==> src/rtl/activity_bitmap_drain_if.sv <==
// Bundles the set/step/drain control and status signals of the activity bitmap drain.
// The master side drives the requests and the consumer ready, and the slave side returns the status.
interface activity_bitmap_drain_if #(
    parameter int WIDTH = 16,
    localparam int IDX_W = $clog2(WIDTH)
);
    logic             clear;
    logic             set_valid;
    logic [IDX_W-1:0] set_idx;
    logic             step;
    logic             step_err;
    logic             out_valid;
    logic [IDX_W-1:0] out_idx;
    logic             out_ready;
    logic             done;
    logic             pending_any;
    logic             busy;

    modport master (
        output clear, set_valid, set_idx, step, out_ready,
        input  step_err, out_valid, out_idx, done, pending_any, busy
    );

    modport slave (
        input  clear, set_valid, set_idx, step, out_ready,
        output step_err, out_valid, out_idx, done, pending_any, busy
    );
endinterface

==> src/rtl/activity_bitmap_drain.sv <==
// Accumulates neuron indices into a pending bitmap; a step moves it to active, which drains MSB-first.
// out_idx/out_valid are combinational from state (0-cycle); one index per cycle under out_ready backpressure.
module activity_bitmap_drain #(
    parameter int WIDTH = 16,
    localparam int IDX_W = $clog2(WIDTH)
) (
    input  logic                    clk,
    input  logic                    reset_n,
    activity_bitmap_drain_if.slave  bus
);
    logic [WIDTH-1:0] pending_q, pending_d;
    logic [WIDTH-1:0] active_q,  active_d;
    logic             step_err_q, step_err_d;
    logic             done_q,     done_d;

    logic [IDX_W-1:0] msb_idx;
    logic [WIDTH-1:0] set_oh;
    logic [WIDTH-1:0] drain_oh;
    logic             handshake;
    logic             step_acc;

    // Later (higher) hits overwrite earlier ones, leaving the most significant set bit.
    always_comb begin
        msb_idx = '0;
        for (int i = 0; i < WIDTH; i++) begin
            if (active_q[i]) begin
                msb_idx = IDX_W'(i);
            end
        end
    end

    assign set_oh    = bus.set_valid ? (WIDTH'(1) << bus.set_idx) : '0;
    assign drain_oh  = WIDTH'(1) << msb_idx;
    assign handshake = (|active_q) && bus.out_ready;
    assign step_acc  = bus.step && (active_q == '0);

    always_comb begin
        pending_d  = pending_q;
        active_d   = active_q;
        step_err_d = 1'b0;
        done_d     = 1'b0;
        if (!bus.clear) begin
            // A handshake needs a non-empty active map, so it never coincides with an accepted step.
            if (handshake) begin
                active_d = active_q & ~drain_oh;
                done_d   = ((active_q & ~drain_oh) == '0);
            end
            if (step_acc) begin
                active_d  = pending_q | set_oh;
                pending_d = '0;
            end else begin
                pending_d = pending_q | set_oh;
            end
            step_err_d = bus.step && !step_acc;
        end else begin
            pending_d = '0;
            active_d  = '0;
        end
    end

    always_ff @(posedge clk or negedge reset_n) begin
        if (!reset_n) begin
            pending_q  <= '0;
            active_q   <= '0;
            step_err_q <= 1'b0;
            done_q     <= 1'b0;
        end else begin
            pending_q  <= pending_d;
            active_q   <= active_d;
            step_err_q <= step_err_d;
            done_q     <= done_d;
        end
    end

    assign bus.out_valid   = |active_q;
    assign bus.busy        = |active_q;
    assign bus.out_idx     = msb_idx;
    assign bus.pending_any = |pending_q;
    assign bus.step_err    = step_err_q;
    assign bus.done        = done_q;
endmodule

==> src/flat_wrapper.sv <==
// flat-port wrapper written by rule: the top's interface ports become plain ports
module activity_bitmap_drain_flat 
#(
    parameter int WIDTH = 16,
    localparam int IDX_W = $clog2(WIDTH)
)
  (clk, reset_n, bus_clear, bus_set_valid, bus_set_idx, bus_step, bus_out_ready, bus_step_err, bus_out_valid, bus_out_idx, bus_done, bus_pending_any, bus_busy);
  activity_bitmap_drain_if #(.WIDTH(WIDTH)) bus_i ();
  input  logic clk;
  input  logic reset_n;
  input wire logic [$bits(bus_i.clear)-1:0] bus_clear;
  input wire logic [$bits(bus_i.set_valid)-1:0] bus_set_valid;
  input wire logic [$bits(bus_i.set_idx)-1:0] bus_set_idx;
  input wire logic [$bits(bus_i.step)-1:0] bus_step;
  input wire logic [$bits(bus_i.out_ready)-1:0] bus_out_ready;
  output wire logic [$bits(bus_i.step_err)-1:0] bus_step_err;
  output wire logic [$bits(bus_i.out_valid)-1:0] bus_out_valid;
  output wire logic [$bits(bus_i.out_idx)-1:0] bus_out_idx;
  output wire logic [$bits(bus_i.done)-1:0] bus_done;
  output wire logic [$bits(bus_i.pending_any)-1:0] bus_pending_any;
  output wire logic [$bits(bus_i.busy)-1:0] bus_busy;
  assign bus_i.clear = bus_clear;
  assign bus_i.set_valid = bus_set_valid;
  assign bus_i.set_idx = bus_set_idx;
  assign bus_i.step = bus_step;
  assign bus_i.out_ready = bus_out_ready;
  assign bus_step_err = bus_i.step_err;
  assign bus_out_valid = bus_i.out_valid;
  assign bus_out_idx = bus_i.out_idx;
  assign bus_done = bus_i.done;
  assign bus_pending_any = bus_i.pending_any;
  assign bus_busy = bus_i.busy;
  activity_bitmap_drain #(.WIDTH(WIDTH)) u_core (.clk(clk), .reset_n(reset_n), .bus(bus_i));
endmodule
==> config.mk <==
export PLATFORM = sky130hd
export DESIGN_NAME = activity_bitmap_drain_flat
export DESIGN_NICKNAME = d
export VERILOG_FILES = /design/src/rtl/activity_bitmap_drain_if.sv /design/src/rtl/activity_bitmap_drain.sv /design/src/flat_wrapper.sv
export SDC_FILE = /design/constraint.sdc
export NUM_CORES = 1
export LEC_CHECK = 0
export CORE_UTILIZATION = 35
export DETAILED_ROUTE_END_ITERATION = 12
export PLACE_DENSITY_LB_ADDON = 0.12
export RECOVER_POWER = 50
export SETUP_SLACK_MARGIN = 0.4
export SKIP_CTS_REPAIR_TIMING = 1
export SYNTH_ARGS = -nofsm -noshare
export SYNTH_HDL_FRONTEND = slang
export SYNTH_SLANG_ARGS = --single-unit
==> constraint.sdc <==
create_clock -name clk -period 6.2 [get_ports clk]
set_input_delay 0.62 -clock clk [delete_from_list [all_inputs] [get_ports clk]]
set_output_delay 0.62 -clock clk [all_outputs]
set_load 0.02 [all_outputs]
Word-level counts from Yosys, hierarchy flattened --
Index checks and enable logic that the tools add are counted.
Storage, ports and cells: bits in latches 0, output and inout port bits 9, input port bits 10, memories 0, bits in registers 34, bits in read-only memories 0, memory bits (writable) 0
Cells by class: mux-type cells 24, order comparisons 0, bitwise operators 3, equal/unequal tests 0, reduce and logical (&&, ||, !) cells 9, shifts and indexed selects 2, multiply operators 0, add/subtract/negate cells 0, divide/modulo/power cells 0
Operators with widths (number):
- $mux 16 | 6
- $mux 4 | 14
- $logic_not 16->1 | 2
- $reduce_or 16->1 | 2
- $shl 1x4->16 const A | 2
- $and 16x16->16 | 1
- $not 16->16 | 1
- $or 16x16->16 | 1
- $mux 1 | 4
- $logic_and 1x1->1 | 3
- $reduce_bool 3->1 | 1
- $logic_not 1->1 | 1

Longest topological paths before layout --
Gate-level depths: netlist of the first run.
word-level depth 21, depth in mapped cells 10, mapped depth without buffers 8

Least setup slack after synthesis of the first run --
No wires, ideal clock.
path kind reg-to-output, from reg u_core.active_q[11], to out bus_out_idx[2], cell stages (with the launch flop) 4, slack 4.015 ns, arrival time 1.565 ns, path through dfrtp_1 > buf_6 > or4_4 > o21ai_0
Between the ends: longest elaborated chain between the ends 5
RTL lines:
- start, declared | line activity_bitmap_drain.sv:12 | logic [WIDTH-1:0] active_q, active_d;
- start signal, assigned | line activity_bitmap_drain.sv:69 | active_q <= active_d;
- $mux 4 (5 in a row) | line activity_bitmap_drain.sv:26 | if (active_q[i]) begin
- end, declared | line flat_wrapper.sv:18 | output wire logic [$bits(bus_i.out_idx)-1:0] bus_out_idx;
Every way passes these cells.

Final worst setup path of the first run --
from reg u_core.active_q[15], to out bus_out_valid
Between the ends: longest elaborated chain between the ends 1
RTL lines:
- $reduce_or 16->1 | line activity_bitmap_drain.sv:75 | assign bus.out_valid = |active_q;
- end, declared | line flat_wrapper.sv:17 | output wire logic [$bits(bus_i.out_valid)-1:0] bus_out_valid;
Every way passes these cells.

==> reports/qor.txt, run 1 <==
final core occ - 42.0%
DR pass1 iterations - 4
Post-Synth Adder-Cell Area - 1.13%
Worst Hold Path EP - u_core.pending_q[1]$_DFF_PN0_
clk slew on worst S/H paths - 70 ps
FF-to-FF End - u_core.active_q[13]$_DFFE_PN0P_
CP Launch Type - flip-flop
area of the die - 0.00567 mm^2
crit path DAT - 2540 ps
drc violations - 0
final setup margin - 3040 ps
Area Overhead vs Synth - 14.8%
Routed Antenna Nets - 0
share of layout cells above drive strength 1 - 6.49%
Synth Area in XOR/XNOR - 0%
origin of the critical flop-to-flop path - u_core.active_q[15]$_DFFE_PN0P_
Pins Over Slew Limit - 35
grt ovf - 0
PortBufs - 18
syn_nets - 228
critical-path cell list - nor4_1 > and4_1 > inv_1 > clkdlybuf4s50_1
FP Rows - 26
antenna violations before repair - 0
Placement Cell Area - 0.00208 mm^2
CTS Root Cell - clkbuf_8
Max Cap Viol - 1
CTS buffer count - 5
R2R cell count - 7
Cell variety after synth - 50
Least-Margin Pin Slew - 1800 ps
cell area after layout - 0.00216 mm^2
maximum vdd drop - 0.111 mV
Post-synth top flop - dfrtp_1
Die X-Extent - 75.3 um
drt wl/cell - 15.8 um
crit path kind - reg -> out
Worst-Skew Late Latency - 280 ps
initial drt markers - 173
vias in the first global route - 1,550
Filler cells - 566
flop2flop setup slack - 3100 ps
Ys Warns - 0
largest family of logic cells by synthesized area - compound AO/OA/AOI/OAI gates
Die H - 75.3 um
multiplexer share of the synthesized area - 0%
commonest cells after routing, fill and taps aside - 36 x nor2_1, 34 x dfrtp_1, 32 x o21ai_0
detailed-route via count - 1,641
clock net sink count - 34
Avg Synthesized Cell Area - 8.63 um^2
Critical-path top delay cell - nor4_1
Post-Synthesis Cells - 218
commonest non-fill, non-tap cell in the layout - nor2_1
vias per cell - 5.45
Power Total - 0.000517 W
post-synthesis sequential area ratio - 45.2%
Slew headroom - -20.2%
sw frac - 30.2%
CTS Buffer Depth - 2
Post-Route Skew - 5.71 ps
routability congestion estimate from global placement - 0.838
Routed Wire Length - 4770 um
sequential power share - 45.0%
Synth top area share - 45.2%
Internal Power - 0.000361 W
Leakage - 0.916 nW
synthesized area - 0.00188 mm^2
critical path's largest stage delay - 760 ps
initial core utilization - 36.6%
IO Pins - 19
status - complete, but fails checks
setup tns final - 0 ps
register area - 851 um^2
Cell Pwr Density - 239 mW/mm^2
CTS tree - built
fin crit share - 51.0%
clock power share - 32.5%
failing checks - capacitance limit, slew limit
Psw - 0.000156 W
HPWL after DPL - 3550 um
Core Region - 0.00514 mm^2
first-pass GRT wire length - 8000 um
critical path endpoint category - output pin
Post-layout nets - 240
cell taking the most area after synthesis - dfrtp_1
endpoints failing setup - 0
fmax - 317 MHz
pre-CTS WS - 3270 ps
RSZ-0062 raised after global routing - false
HP Start - u_core.pending_q[1]$_DFF_PN0_
post-synthesis compound-gate area fraction - 24.3%
asr flop ratio synth - 100%
Hold Path Stages - 2
Setup crit start - u_core.active_q[15]$_DFFE_PN0P_
Comb pwr share - 22.5%
EDFF count, synth - 0
min-delay worst type - reg -> reg
n_diodes - 0
Data required, critical path - 5580 ps
htree depth - 2
area of the multi-input gates - 920 um^2
Tot GR Track Use - 19.3%
simple-gate share of the synthesized area - 23.8%
#FFs+latches synth - 34
pin count of the biggest net entering global routing - 35
final-report hold violation count - 0
clock period minus worst slack - 3160 ps
synth top area cells - dfrtp_1 45%, o21ai_0 8.5%, a21oi_1 7.2%
CP max FO - 9
routing by layer:
layer	share of wire (%)	track usage [%]	wire length [um]	up-vias
met4	2.0	8.23	97	0
met5	0	0	0	-
met1	49	28.2	2340	772
li1	-	-	-	815
met3	4.0	4.23	192	11
met2	45	27.5	2140	43
worst max path at each step:
stage / to / slack, ps / cells past startpoint
final: bus_out_valid / 3040 / 4
after global routing: u_core.active_q[7]$_DFFE_PN0P_ / 2780 / 7
after CTS: bus_out_idx[3] / 3190 / 4
after detailed placement: u_core.active_q[11]$_DFFE_PN0P_ / 3270 / 5
after global placement: u_core.active_q[11]$_DFFE_PN0P_ / 3210 / 5
after floorplan: bus_out_idx[2] / 4020 / 3
critical path, delay by kind of cell, from the launching register on:
family / cells / cell delay (ps)
and+or+nand+nor: 2 / 1140
buffers and inverters: 2 / 640
DFF: 1 / 470
metrics by stage:
stage	hold slack (ps)	std cells
floorplan	324	218
global placement	515	293
detailed placement	510	293
CTS	526	301
global route	560	301
finish	526	301
flip-flops by register name (all words and copies together) (netlist names):
signal               flops
u_core.bus.step_err      1
u_core.pending_q        16
u_core.active_q         16
u_core.bus.done          1
synth_stat cells, types with 2 or more instances:
| cell | n |
|---|---|
| nor2_1 | 36 |
| dfrtp_1 | 34 |
| o21ai_0 | 32 |
| a21oi_1 | 27 |
| nand2_1 | 8 |
| nor4_1 | 8 |
| inv_1 | 6 |
| a31oi_1 | 5 |
| buf_2 | 5 |
| clkbuf_1 | 5 |
| nor2b_1 | 4 |
| nor3b_1 | 3 |
| and4_1 | 2 |
| buf_6 | 2 |
| nand4_1 | 2 |
| o41ai_1 | 2 |
| or2_1 | 2 |
| or2_2 | 2 |
| or4_4 | 2 |
cells by family after synthesis:
family	after synthesis
AND/OR/NAND/NOR	82
AO/OA/AOI/OAI	79
adder cells (fa/ha/maj)	2
flip-flops	34
buffers and inverters	21
layout make-up:
type                    count  area share, %
flip-flops and latches     34           39.4
well taps                  70           4.06
clock buffers               7           4.00
multi-input cells         163           42.6
inverters                   7           1.22
repair buffers             19           8.52
clock inverters             1          0.232
power by group through the flow:
| stage | combinational (W) | sequential, W | clock, W |
|---|---|---|---|
| floorplan | 0.0000755 | 0.000235 | 0 |
| detailed placement | 0.000118 | 0.000237 | 0 |
| global route | 0.000128 | 0.000234 | 0.000184 |
| finish | 0.000116 | 0.000233 | 0.000168 |
| global placement | 0.000119 | 0.000237 | 0 |
| CTS | 0.000118 | 0.000233 | 0.000173 |
Note: power is estimated with default switching activity, not from simulation.
==> inputs of run 2 (changes only) <==
==> constraint.sdc (replaced) <==
create_clock -name clk -period 3.25 [get_ports clk]
set_input_delay 0.325 -clock clk [delete_from_list [all_inputs] [get_ports clk]]
set_output_delay 0.325 -clock clk [all_outputs]
set_load 0.02 [all_outputs]
==> run 2 against run 1 <==
Compared with the run above: the flow still finishes with violations (capacitance limit, slew limit); first-iteration DRC count up 21%; sequential cell count did not move; clock-buffer cell count shrank 1; utilization increased by 1.0 points; cell area rose by 2.4%; power up 110%; setup slack worse by 2500 ps; register-to-register slack got worse by 2400 ps; sequential share of layout area fell by 0.91 points; worst hold slack lost 2.8 ps; wire length up 3.8%; largest power group unchanged.
==> reports/qor.txt, run 2 (synthesis results as in run 1) <==
status - complete, but fails checks
failing checks - capacitance limit, slew limit
setup tns final - 0 ps (unchanged)
HPWL after DPL - 3740 um (+5.2%)
drc violations - 0 (unchanged)
grt ovf - 0 (unchanged)
final-report hold violation count - 0 (unchanged)
crit path DAT - 2420 ps (-120 ps)
Post-layout nets - 244 (+1.7%)
Setup crit start - u_core.active_q[11]$_DFFE_PN0P_
Die X-Extent - 75.3 um (unchanged)
Data required, critical path - 2920 ps (-2660 ps)
IO Pins - 19 (unchanged)
pin count of the biggest net entering global routing - 35 (unchanged)
area of the die - 0.00567 mm^2 (unchanged)
maximum vdd drop - 0.219 mV (+98%)
Core Region - 0.00514 mm^2 (unchanged)
antenna violations before repair - 0 (unchanged)
FP Rows - 26 (unchanged)
Leakage - 0.935 nW (+2.1%)
RSZ-0062 raised after global routing - false
fmax - 365 MHz
Placement Cell Area - 0.00211 mm^2 (+1.4%)
FF-to-FF End - u_core.active_q[13]$_DFFE_PN0P_
endpoints failing setup - 0 (unchanged)
Routed Antenna Nets - 0 (unchanged)
Routed Wire Length - 4940 um (+3.8%)
Least-Margin Pin Slew - 1820 ps (+12.3 ps)
R2R cell count - 8 (+1)
CTS Buffer Depth - 2 (unchanged)
CTS tree - built
drt wl/cell - 16.2 um (+2.4%)
commonest non-fill, non-tap cell in the layout - nor2_1
origin of the critical flop-to-flop path - u_core.active_q[7]$_DFFE_PN0P_
initial core utilization - 36.6% (unchanged)
Slew headroom - -21.0% (-0.82 points)
Post-Route Skew - 4.20 ps (-1.51 ps)
htree depth - 2 (unchanged)
Area Overhead vs Synth - 17.6%
commonest cells after routing, fill and taps aside - 36 x nor2_1, 34 x dfrtp_1, 32 x o21ai_0
Pins Over Slew Limit - 35 (unchanged)
routability congestion estimate from global placement - 0.994 (+19%)
vias in the first global route - 1,713 (+11%)
CTS Root Cell - clkbuf_8
CP max FO - 9 (unchanged)
clock net sink count - 34 (unchanged)
initial drt markers - 210 (+21%)
cell area after layout - 0.00221 mm^2 (+2.4%)
Tot GR Track Use - 20.2% (+0.91 points)
Filler cells - 551 (-2.7%)
Die H - 75.3 um (unchanged)
clock period minus worst slack - 2740 ps
clk slew on worst S/H paths - 70 ps (about the same)
critical path's largest stage delay - 620 ps (-140 ps)
PortBufs - 18 (unchanged)
crit path kind - reg -> out
DR pass1 iterations - 4 (unchanged)
register area - 851 um^2 (unchanged)
Worst Setup EP - bus_out_idx[3]
first-pass GRT wire length - 8400 um (+4.9%)
Max Cap Viol - 1 (unchanged)
final core occ - 43.0% (+1.0 points)
min-delay worst type - reg -> reg
Worst-Skew Late Latency - 290 ps (about the same)
Regs by FF count - u_core.active_q x16, u_core.pending_q x16
share of layout cells above drive strength 1 - 8.09% (+1.6 points)
detailed-route via count - 1,689 (+2.9%)
n_diodes - 0 (unchanged)
area of the multi-input gates - 926 um^2 (+0.68%)
CTS buffer count - 5 (unchanged)
CP Launch Type - flip-flop
Critical-path top delay cell - or4_4
Cell Pwr Density - 480 mW/mm^2 (+100%)
fin crit share - 84.4%
critical path endpoint category - output pin
critical-path cell list - or4_4 > nor2_1 > inv_1 > clkdlybuf4s50_1
flop2flop setup slack - 680 ps (-2420 ps)
Fin Hold WS - 523 ps (-2.83 ps)
vias per cell - 5.54 (+1.6%)
## run 2: cell count changes in the layout (fill, tap and decap cells not counted), sizes merged
cell	change
clkinv	-1
buf	+3
clkinvlp	+1
bufinv	+1
## run 2: cell type report
cell class,instances,area share [%]
inverters,7,1.19
clock buffers,6,3.28
flip-flops and latches,34,38.5
repair buffers,23,9.51
multi-input cells,163,41.9
well taps,70,3.96
clock inverters,2,1.70
## run 2: metrics by stage
step,total power [W],cells,worst slack (ps)
after floorplan,0.000592,218,1100
after global placement,0.000690,297,795
after detailed placement,0.000686,297,856
after CTS,0.00107,305,534
after global routing,0.00111,305,398
final,0.00106,305,508
## run 2: worst min path at each step
stage                                  start                              to  slack (ps)  cells after the start
2_1_floorplan                        reset_n  u_core.active_q[0]$_DFFE_PN0P_          30                      0
3_3_place_gp   u_core.pending_q[0]$_DFF_PN0_   u_core.pending_q[0]$_DFF_PN0_         500                      2
3_5_place_dp   u_core.pending_q[6]$_DFF_PN0_   u_core.pending_q[6]$_DFF_PN0_         510                      2
4_1_cts                              reset_n  u_core.pending_q[13]$_DFF_PN0_         460                      2
5_1_grt        u_core.pending_q[6]$_DFF_PN0_   u_core.pending_q[6]$_DFF_PN0_         540                      2
6_report       u_core.pending_q[6]$_DFF_PN0_   u_core.pending_q[6]$_DFF_PN0_         520                      2
## run 2: worst max-delay path: cells and delay by family, from the launching register on
kind                   cells  cell delay [ps]
buffers and inverters      2              690
flip-flops                 1              470
AND/OR/NAND/NOR            2              960
## run 2: where the power goes
| group | switching (W) | internal [W] |
|---|---|---|
| logic | 0.000141 | 0.0000915 |
| clock network | 0.000156 | 0.000229 |
| registers | 0.0000118 | 0.000432 |
| total | 0.000309 | 0.000752 |
## run 2: metal layers
metal | up-vias | part of all wire [%] | GRT usage, %
li1 | 822 | - | -
met1 | 793 | 48 | 27.3
met2 | 57 | 44 | 31.3
met3 | 17 | 5.2 | 4.63
met4 | 0 | 3.3 | 8.64
met5 | - | 0 | 0
==> inputs of run 3 (changes only) <==
==> constraint.sdc (replaced) <==
create_clock -name clk -period 2.9 [get_ports clk]
set_input_delay 0.29 -clock clk [delete_from_list [all_inputs] [get_ports clk]]
set_output_delay 0.29 -clock clk [all_outputs]
set_load 0.02 [all_outputs]
==> run 3 against run 2 <==
Compared with the run above: the run still ends with capacitance limit, slew limit left; non-clock buffer count up 3; via count down 0.59%; sequential share of layout area down 0.065 points; sequential cell count unchanged; register-to-register slack worse by 300 ps; critical path depth unchanged; largest cell class unchanged.
==> reports/qor.txt, run 3 (synthesis results as in run 1) <==
Psw - 0.000329 W (+6.3%)
HPWL after DPL - 3640 um (-2.6%)
area of the die - 0.00567 mm^2 (unchanged)
Routed Wire Length - 4850 um (-1.8%)
Routed Antenna Nets - 0 (unchanged)
Pins Over Slew Limit - 35 (unchanged)
clock power share - 31.0% (-5.3 points)
Area Overhead vs Synth - 17.8%
Die H - 75.3 um (unchanged)
share of layout cells above drive strength 1 - 8.90% (+0.81 points)
Post-layout nets - 247 (+1.2%)
status - complete, but fails checks
area of the multi-input gates - 922 um^2 (-0.41%)
CTS Root Cell - clkbuf_8
Post-Route Skew - 3.29 ps (-0.909 ps)
drt wl/cell - 15.9 um (-2.1%)
Cell Pwr Density - 497 mW/mm^2 (+3.6%)
Least-Margin Pin Slew - 1810 ps (-4.20 ps)
n_diodes - 0 (unchanged)
critical path endpoint category - output pin
FP Rows - 26 (unchanged)
fin cells - 306 (+0.33%)
initial drt markers - 207 (-1.4%)
final setup margin - 359 ps (-150 ps)
Slew headroom - -20.7% (+0.28 points)
Comb pwr share - 23.8% (+1.9 points)
crit path DAT - 2250 ps (-170 ps)
clk slew on worst S/H paths - 60 ps (about the same)
crit path kind - reg -> out
Max Cap Viol - 1 (unchanged)
sw frac - 29.8% (+0.72 points)
Regs by FF count - u_core.active_q x16, u_core.pending_q x16
sequential power share - 45.2% (+3.4 points)
setup tns final - 0 ps (unchanged)
CTS buffer count - 5 (unchanged)
antenna violations before repair - 0 (unchanged)
Tot GR Track Use - 20.2% (about the same)
grt ovf - 0 (unchanged)
commonest cells after routing, fill and taps aside - 35 x nor2_1, 34 x dfrtp_1, 32 x o21ai_0
Filler cells - 587 (+6.5%)
min-delay worst type - reg -> reg
maximum vdd drop - 0.287 mV (+31%)
critical-path cell list - or4_4 > nor2_2 > inv_1 > clkdlybuf4s50_1
register area - 851 um^2 (unchanged)
first-pass GRT wire length - 8250 um (-1.7%)
critical path's largest stage delay - 600 ps (-20 ps)
PortBufs - 18 (unchanged)
failing checks - capacitance limit, slew limit
CTS Buffer Depth - 2 (unchanged)
Critical-path top delay cell - or4_4
CP Launch Type - flip-flop
CP max FO - 9 (unchanged)
CTS tree - built
buffers plus inverters on the worst setup path - 2 (unchanged)
fmax - 393 MHz
Data required, critical path - 2610 ps (-310 ps)
commonest non-fill, non-tap cell in the layout - nor2_1
DR pass1 iterations - 4 (unchanged)
fin crit share - 87.6%
Worst-Skew Late Latency - 280 ps (about the same)
initial core utilization - 36.6% (unchanged)
Die X-Extent - 75.3 um (unchanged)
drc violations - 0 (unchanged)
clock period minus worst slack - 2540 ps
endpoints failing setup - 0 (unchanged)
vias in the first global route - 1,614 (-5.8%)
RSZ-0062 raised after global routing - true
Leakage - 1.02 nW (+9.1%)
clock net sink count - 34 (unchanged)
htree depth - 2 (unchanged)
routability congestion estimate from global placement - 0.987 (-0.63%)
final-report hold violation count - 0 (unchanged)
vias per cell - 5.49 (-0.92%)
pre-CTS WS - 536 ps (-320 ps)
dpl cells - 300 (+1.0%)
delay-heaviest family, CP - simple AND/OR/NAND/NOR gates
Power Total - 0.00110 W (+3.8%)
pin count of the biggest net entering global routing - 35 (unchanged)
Internal Power - 0.000773 W (+2.7%)
Core Region - 0.00514 mm^2 (unchanged)
detailed-route via count - 1,679 (-0.59%)
IO Pins - 19 (unchanged)
## run 3: cell types whose count changed in the layout (fill, tap and decap cells not counted), sizes merged
cell,delta
dlymetal6s2s,+5
buf,+3
clkinvlp,-1
clkdlybuf4s50,-5
bufinv,-1
## run 3: area by class of cell
type | count | share of cell area [%]
Inverter | 7 | 1.19
Tap cell | 70 | 3.95
Multi-Input combinational cell | 163 | 41.6
Sequential cell | 34 | 38.4
Timing Repair Buffer | 26 | 11.1
Clock buffer | 6 | 3.73
## run 3: through the flow
stage	util [%]	hold slack [ps]	cell area [um^2]
after detailed placement	41.5	506	2130
after global placement	41.5	491	2130
after CTS	43.1	439	2210
after global routing	43.1	559	2210
final	43.1	522	2210
after floorplan	-	-5.59	1880
## run 3: worst min-delay path, stage by stage (launching register included)
cell and delay, ps:
dfrtp_1 350, a31oi_1 60, nor2_1 80
## run 3: worst paths after layout
path                                                 startpoint                               to  slack (ps)  depth (start not counted)
worst min register to register   u_core.pending_q[13]$_DFF_PN0_   u_core.pending_q[13]$_DFF_PN0_         520                          2
min in group asynchronous                               reset_n   u_core.pending_q[11]$_DFF_PN0_        1040                          2
worst max-delay path            u_core.active_q[15]$_DFFE_PN0P_                   bus_out_idx[3]         360                          4
worst max register to register  u_core.active_q[15]$_DFFE_PN0P_  u_core.active_q[13]$_DFFE_PN0P_         380                          9
max in group asynchronous                               reset_n        u_core.bus.done$_DFF_PN0_         820                          2
worst min-delay path             u_core.pending_q[13]$_DFF_PN0_   u_core.pending_q[13]$_DFF_PN0_         520                          2
## run 3: power by group through the flow
stage / clock network [W] / logic (W) / registers, W
finish: 0.000341 / 0.000262 / 0.000497
global route: 0.000373 / 0.000294 / 0.000499
CTS: 0.000352 / 0.000270 / 0.000497
detailed placement: 0 / 0.000269 / 0.000506
global placement: 0 / 0.000273 / 0.000506
floorplan: 0 / 0.000161 / 0.000501
## run 3: per-layer routing
metal	routed length (um)	global-route usage (%)	vias to the layer above
met5	0	0	-
met4	127	8.64	0
met3	214	4.37	12
met2	2170	29.7	41
met1	2350	28.9	799
li1	-	-	827
